File: src/rtl/stage_share_arbiter.sv
// Round-robin front end that shares one fixed-latency 2-bit stage among NREQ requesters.
// A tag pipeline steers each stage result back into that requester's response register.
module stage_share_arbiter #(
   parameter int unsigned NREQ = 6,
   parameter int unsigned LAT  = 2
) (
   input  logic                CLK,
   input  logic                RST,
   input  logic [NREQ-1:0]     REQ_VALID,
   input  logic [2*NREQ-1:0]   REQ_DATA,
   output logic [NREQ-1:0]     REQ_READY,
   output logic [1:0]          STG_I,
   output logic                STG_VALID,
   input  logic [1:0]          STG_O,
   output logic [NREQ-1:0]     RSP_VALID,
   output logic [2*NREQ-1:0]   RSP_DATA,
   input  logic [NREQ-1:0]     RSP_READY,
   output logic                BUSY
);

   localparam int unsigned IW = (NREQ > 1) ? $clog2(NREQ) : 1;

   logic [NREQ-1:0] outstanding;
   logic [NREQ-1:0] outstanding_nxt;
   logic [NREQ-1:0] eligible;
   logic [NREQ-1:0] rsp_xfer;
   logic [IW-1:0]   last;
   logic [IW-1:0]   gnt_idx;
   logic [IW-1:0]   cand;
   logic            gnt_any;
   logic [1:0]      gnt_data;
   logic [LAT:0]    pipe_vld;
   logic [IW-1:0]   pipe_tag [LAT+1];

   assign eligible        = REQ_VALID & ~outstanding;
   assign rsp_xfer        = RSP_VALID & RSP_READY;
   assign outstanding_nxt = (outstanding & ~rsp_xfer) | REQ_READY;

   // Search upward from last+1 with wrap; the first eligible index wins.
   always_comb begin
      REQ_READY = '0;
      gnt_idx   = last;
      gnt_any   = 1'b0;
      cand      = '0;
      for (int unsigned i = 1; i <= NREQ; i++) begin
         if ((32'(last) + i) >= NREQ) begin
            cand = IW'(32'(last) + i - NREQ);
         end else begin
            cand = IW'(32'(last) + i);
         end
         if (!gnt_any && !RST && eligible[cand]) begin
            gnt_any = 1'b1;
            gnt_idx = cand;
         end
      end
      if (gnt_any) begin
         REQ_READY[gnt_idx] = 1'b1;
      end
   end

   always_comb begin
      gnt_data = '0;
      for (int unsigned k = 0; k < NREQ; k++) begin
         if (REQ_READY[k]) begin
            gnt_data = REQ_DATA[2*k +: 2];
         end
      end
   end

   // Issue register, tag pipeline aligned with STG_O, and response capture.
   always_ff @(posedge CLK or posedge RST) begin
      if (RST) begin
         outstanding <= '0;
         last        <= IW'(NREQ - 1);
         STG_VALID   <= 1'b0;
         STG_I       <= '0;
         RSP_VALID   <= '0;
         RSP_DATA    <= '0;
         BUSY        <= 1'b0;
         pipe_vld    <= '0;
         for (int unsigned i = 0; i <= LAT; i++) begin
            pipe_tag[i] <= '0;
         end
      end else begin
         outstanding <= outstanding_nxt;
         BUSY        <= |outstanding_nxt;
         STG_VALID   <= gnt_any;
         STG_I       <= gnt_data;
         if (gnt_any) begin
            last <= gnt_idx;
         end
         pipe_vld    <= {pipe_vld[LAT-1:0], gnt_any};
         pipe_tag[0] <= gnt_idx;
         for (int unsigned i = 1; i <= LAT; i++) begin
            pipe_tag[i] <= pipe_tag[i-1];
         end
         for (int unsigned k = 0; k < NREQ; k++) begin
            if (rsp_xfer[k]) begin
               RSP_VALID[k] <= 1'b0;
            end
            if (pipe_vld[LAT] && (pipe_tag[LAT] == IW'(k))) begin
               RSP_VALID[k]       <= 1'b1;
               RSP_DATA[2*k +: 2] <= STG_O;
            end
         end
      end
   end

endmodule

File: config.mk
export PLATFORM = sky130hd
export DESIGN_NAME = stage_share_arbiter
export DESIGN_NICKNAME = d
export VERILOG_FILES = /design/src/rtl/stage_share_arbiter.sv
export SDC_FILE = /design/constraint.sdc
export NUM_CORES = 1
export LEC_CHECK = 0
export ABC_AREA = 1
export CORE_MARGIN = 10
export CORE_UTILIZATION = 50
export CTS_BUF_LIST = sky130_fd_sc_hd__clkbuf_2 sky130_fd_sc_hd__clkbuf_4 sky130_fd_sc_hd__clkbuf_8
export DETAILED_ROUTE_END_ITERATION = 12
export GPL_ROUTABILITY_DRIVEN = 0
export PLACE_DENSITY = 0.78
export SYNTH_ARGS = -nofsm -noshare
export SYNTH_HDL_FRONTEND = slang
export SYNTH_SLANG_ARGS = --single-unit
File: constraint.sdc
create_clock -name CLK -period 6.35 [get_ports CLK]
set_input_delay 1.27 -clock CLK [delete_from_list [all_inputs] [get_ports CLK]]
set_output_delay 1.27 -clock CLK [all_outputs]
set_load 0.1 [all_outputs]
==> results of run 1 <==
-- layer usage --
metal | share of wire [%] | wire [um] | track usage (%) | vias to the layer above
met5 | 0 | 0 | 0 | -
met4 | 0.85 | 58 | 3.73 | 0
met3 | 9.7 | 666 | 4.24 | 6
met2 | 46 | 3120 | 24.3 | 110
met1 | 44 | 3010 | 21.6 | 1107
li1 | - | - | - | 1247
-- registers in the layout (all words and copies together), names as in the netlist --
name and flops:
outstanding 6, last 3, pipe_tag 9, pipe_vld 3, RSP_VALID 6, BUSY 1
RSP_DATA 12, STG_I 2
-- cell usage after synthesis (2+ instances only) --
| cell | number |
|---|---|
| nand3_1 | 28 |
| ha_1 | 11 |
| nand4_1 | 13 |
| o21ai_2 | 3 |
| nand2_1 | 97 |
| dfstp_2 | 2 |
| nand3_2 | 5 |
| o211ai_1 | 2 |
| nor2_2 | 8 |
| o21ai_0 | 22 |
| a21oi_1 | 4 |
| o21ai_1 | 8 |
| nor2_1 | 21 |
| a21oi_2 | 2 |
| nand3b_1 | 2 |
| inv_1 | 50 |
| dfrtp_1 | 40 |
| nand2_2 | 9 |
| a21oi_4 | 2 |
| buf_6 | 2 |
| inv_2 | 5 |
| nand2_4 | 2 |
| xor2_1 | 2 |
-- layout make-up --
| type | instances | area [um2] | area share, % |
|---|---|---|---|
| clock buffer | 6 | 82.6 | 2.43 |
| multi-input combinational | 250 | 1390 | 40.9 |
| sequential | 42 | 1050 | 30.9 |
| timing repair buffer | 56 | 543 | 16.0 |
| inverter | 57 | 216 | 6.36 |
| tap | 70 | 87.6 | 2.57 |
| clock inverter | 1 | 30.0 | 0.882 |
-- path summary, 6_finish.rpt --
path,from,to,slack [ns],cells after the start
setup / recovery,last[0]$_DFFE_PP1P_,REQ_READY[2],0.97,20
hold / removal,pipe_vld[1]$_DFF_PP0_,pipe_vld[2]$_DFF_PP0_,0.35,0
setup reg to reg,last[0]$_DFFE_PP1P_,BUSY$_DFF_PP0_,2.52,22
hold reg to reg,pipe_vld[1]$_DFF_PP0_,pipe_vld[2]$_DFF_PP0_,0.35,0
max in group asynchronous,RST,last[0]$_DFFE_PP1P_,4.16,3
min in group asynchronous,RST,RSP_DATA[0]$_DFFE_PP0P_,1.43,2
-- metrics by stage --
stage,cells,util [%]
after floorplan,351,-
after global placement,475,63.6
after detailed placement,475,63.6
after CTS,482,65.8
after global routing,482,65.8
final,482,65.8
-- kinds of logic after synthesis --
| kind of cell | synth area share, % |
|---|---|
| AO/OA/AOI/OAI | 10.9 |
| XOR/XNOR | 0.653 |
| AND/OR/NAND/NOR | 35.2 |
| adder cells (fa/ha/maj) | 5.13 |
| flip-flops | 39.3 |
| buffers and inverters | 8.90 |
-- critical path: stages (launching register included) --
cell and delay, ns:
dfstp_2 0.88, inv_1 0.19, ha_1 0.40, inv_2 0.17, nand2_2 0.06, nand3_1 0.10
nand2_1 0.06, nand2_1 0.08, nand2_1 0.09, nand2_1 0.09, nand3_2 0.13, nand3_4 0.17
nand3_2 0.09, nor2_2 0.14, nand2_1 0.13, o21ai_1 0.18, inv_2 0.08, a21oi_4 0.20
nand3_1 0.20, inv_1 0.10, buf_4 0.29
==> impl_metrics.csv, run 1 <==
group,metric,value,unit
status,outcome,"completed",
setup_path,start_kind,"flop",
timing,max_freq,186,MHz
timing,fin_ws,0.970,ns
clock_tree,numCtsBuffers,5,
timing,maxSlewViolCount,0,
synth,synth_edf_count,0,
timing,whs,0.355,ns
synth,synth_ff_type,"dfrtp_1",
timing,setup_violations,0,
die,die_w,93.3,um
layout,nNetsFinal,451,
clock_tree,cts_tree,"yes",
routing,wl,6860,um
clock_tree,clkTransAtPathRegs,0.08,ns
synth,ys_async_sr_fraction,100,%
grt,grt_pass1_vias,2374,
clock_tree,insertion_delay,0.29,ns
die,ios,56,
timing,fin_crit_sh,84.7,%
timing,rsz0062_at_grt,"no",
die,rows,26,
synth,synth_seq_cells,42,
synth,synth_area_leader_cell,"dfrtp_1",
place,io_buffers,55,
clock_tree,cts.repair.resized,0,
synth,ys_top_cells_by_area,"dfrtp_1, nand2_1, inv_1",
synth,syn_inst,351,
synth,yosysWarnings,0,
setup_path,crit_required,5.08,ns
timing,relSlewSlack,33.9,%
die,dieArea,8700,um2
grt,overflow,0,
clock_tree,h-tree-depth,2,
routing,num_vias,2470,
layout,diodes,0,
layout,final_area,3400,um2
grt,grt_pass1_wl,11300,um
timing,setup_tns,0,ns
routing,routedWlPerCell,14.2,um
layout,fillCellCount,420,
layout,area_growth,26.9,%
routing,drc,0,
grt,antenna_found_initial,0,
worst_hold_path,min_path_type,"reg2reg",
timing,hold_viol,0,
place,pre_cts_ws,1.15,ns
routing,drtPass1Iterations,4,
die,initial_core_util,51.9,%
grt,grt_max_degree,41,
die,die_h,93.3,um
routing,drt_iter0_drc,208,
routing,avgViaCountPerCell,5.12,
timing,worst_pin_slew,0.988,ns
synth,yosysTopAreaCellShare,37.3,%
synth,synth_cell_types,34,
setup_path,cp_max_fo,24,
timing,period_needed,5.38,ns
setup_path,crit_type,"reg2out",
clock_tree,clock-sinks,42,
layout,layout_common_cells,"nand2_1, inv_1, clkdlybuf4s50_1, dfrtp_1, nand3_1",
flow_run,maxCapViolCount,0,
clock_tree,cts_setup_buffers,0,
clock_tree,clock_path_buffers,2,
routing,ant_nets,0,
clock_tree,hold_buffers,0,
synth,avgSynthCellArea,7.65,um2
clock_tree,cts_root_buf,"clkbuf_8",
synth,netlist_area,2680,um2
die,coreArea,5170,um2
place,dpl.hpwl,5440,um
synth,synth_nets,390,
place,dpl_cell_area,3290,um2
grt,grtUsageTotal,15.9,%
layout,final_common_cell,"nand2_1",
timing,fin_worst_skew,0.00882,ns
setup_path,worstPathArrival,4.11,ns
setup_path,endpoint_kind,"primary output",
layout,drive_gt1_share,14.8,%
synth,ys_seq_area_share,39.3,%
Power of run 1 is left out: the tool's default activity adds up to more than one toggle a clock period on the data nets, which glitch-free logic cannot reach.
==> run 2: changes to the inputs <==
Clock period 6.35 ns to 5 ns, I/O delays scaled along.
==> run 2 against run 1 <==
Against the previous run:
- first-iteration DRC count down 9.1%
- die area unchanged
- critical endpoint is now REQ_READY[0]
- flip-flop and latch count unchanged
- sequential share of layout area down 0.86 points
- clock skew down 0.0026 ns
- setup slack worse by 0.67 ns
- routed wire length up 0.74%
- clock-buffer cell count up 1
- design area up 3.0%
- via count down 0.24%
- critical path depth down 2
- register-to-register slack worse by 0.88 ns
==> impl_metrics.csv, run 2 (same netlist as run 1, synthesis figures left out) <==
group,metric,value,unit
routing,avgViaCountPerCell,5.05,
routing,drt_iter0_drc,189,
die,initial_core_util,51.9,%
die,die_h,93.3,um
routing,ant_nets,0,
clock_tree,insertion_delay,0.29,ns
timing,worst_pin_slew,0.986,ns
clock_tree,clkTransAtPathRegs,0.08,ns
layout,layout_common_cells,"nand2_1, inv_1, clkdlybuf4s50_1, dfrtp_1, nand3_1",
routing,wl,6910,um
clock_tree,cts_root_buf,"clkbuf_8",
grt,overflow,0,
setup_path,endpoint_kind,"primary output",
place,io_buffers,55,
layout,nNetsFinal,456,
die,coreArea,5170,um2
die,dieArea,8700,um2
grt,grt_pass1_wl,11500,um
timing,maxSlewViolCount,0,
timing,whs,0.353,ns
status,outcome,"completed",
timing,setup_tns,0,ns
timing,period_needed,4.70,ns
layout,drive_gt1_share,16.5,%
die,die_w,93.3,um
clock_tree,cts_tree,"yes",
routing,num_vias,2464,
timing,fin_worst_skew,0.00620,ns
layout,largest_reg_flops,12,
setup_path,start_kind,"input pin",
grt,antenna_found_initial,0,
timing,rsz0062_at_grt,"no",
setup_path,worstPathArrival,3.70,ns
timing,setup_violations,0,
layout,area_growth,30.6,%
layout,final_common_cell,"nand2_1",
worst_hold_path,min_path_type,"reg2reg",
setup_path,crit_required,4.00,ns
place,dpl.hpwl,5720,um
clock_tree,clock-sinks,42,
layout,largest_register,"RSP_DATA",
flow_run,maxCapViolCount,0,
layout,final_util,67.8,%
layout,reg_top3,"RSP_DATA (12), pipe_tag (9)",
clock_tree,hold_buffers,0,
grt,grt_pass1_vias,2432,
layout,diodes,0,
setup_path,cp_max_fo,9,
clock_tree,clock_path_buffers,2,
die,rows,26,
clock_tree,h-tree-depth,2,
timing,relSlewSlack,34.0,%
timing,max_freq,213,MHz
timing,hold_viol,0,
routing,routedWlPerCell,14.2,um
setup_path,crit_type,"in2out",
die,ios,56,
routing,drtPass1Iterations,5,
grt,grtUsageTotal,16.1,%
timing,fin_crit_sh,94.1,%
routing,drc,0,
grt,grt_max_degree,41,
clock_tree,numCtsBuffers,5,
[run 2: metal layers]
metal	GRT usage (%)	part of all wire, %
met1	19.4	43
met2	26.6	46
met3	4.32	8.5
met4	6.43	2.2
met5	0	0
[run 2: final timing paths]
kind                                       start                     to  slack, ns  depth (start not counted)
max                                 REQ_VALID[0]           REQ_READY[0]       0.30                         18
min                        pipe_tag[3]$_DFF_PP0_  pipe_tag[0]$_DFF_PP0_       0.35                          0
max reg2reg                  last[1]$_DFFE_PP0P_         BUSY$_DFF_PP0_       1.64                         22
min reg2reg                pipe_tag[3]$_DFF_PP0_  pipe_tag[0]$_DFF_PP0_       0.35                          0
max in group asynchronous                    RST    last[2]$_DFFE_PP1P_       3.12                          3
min in group asynchronous                    RST    last[1]$_DFFE_PP0P_       1.15                          2
[run 2: final cells by class]
type                    count  area, um2
inverters                  57        221
clock buffers               7       90.1
multi-input cells         250       1390
flip-flops and latches     42       1050
fillers                   425       1670
well taps                  70       87.6
repair buffers             61        656
clock inverters             1       5.00
[run 2: worst max-delay path: stages]
cell,delay [ns]
clkdlybuf4s50_1,0.48
inv_1,0.04
nor2_1,0.12
inv_1,0.06
o21ai_0,0.24
nand2_1,0.09
nand3b_1,0.11
nand3_2,0.21
nand3_1,0.22
nand4_1,0.11
nand2_1,0.07
nand2_1,0.08
a21oi_4,0.27
inv_4,0.08
nor2_2,0.13
nand2_1,0.10
inv_1,0.11
buf_12,0.18
[run 2: stage by stage]
step | area, um2 | cells | worst slack [ns]
global placement | 3380 | 476 | 0.421
finish | 3510 | 488 | 0.296
global route | 3510 | 488 | 0.00408
floorplan | 2690 | 351 | 0.497
CTS | 3470 | 484 | 0.257
detailed placement | 3380 | 476 | 0.320
[run 2: what timing repair did]
action,4_1_cts,5_1_grt
setup buffers,0,4
setup endpoints to repair,0,6
resized for setup,0,2
Power of run 2 is left out for the same reason.
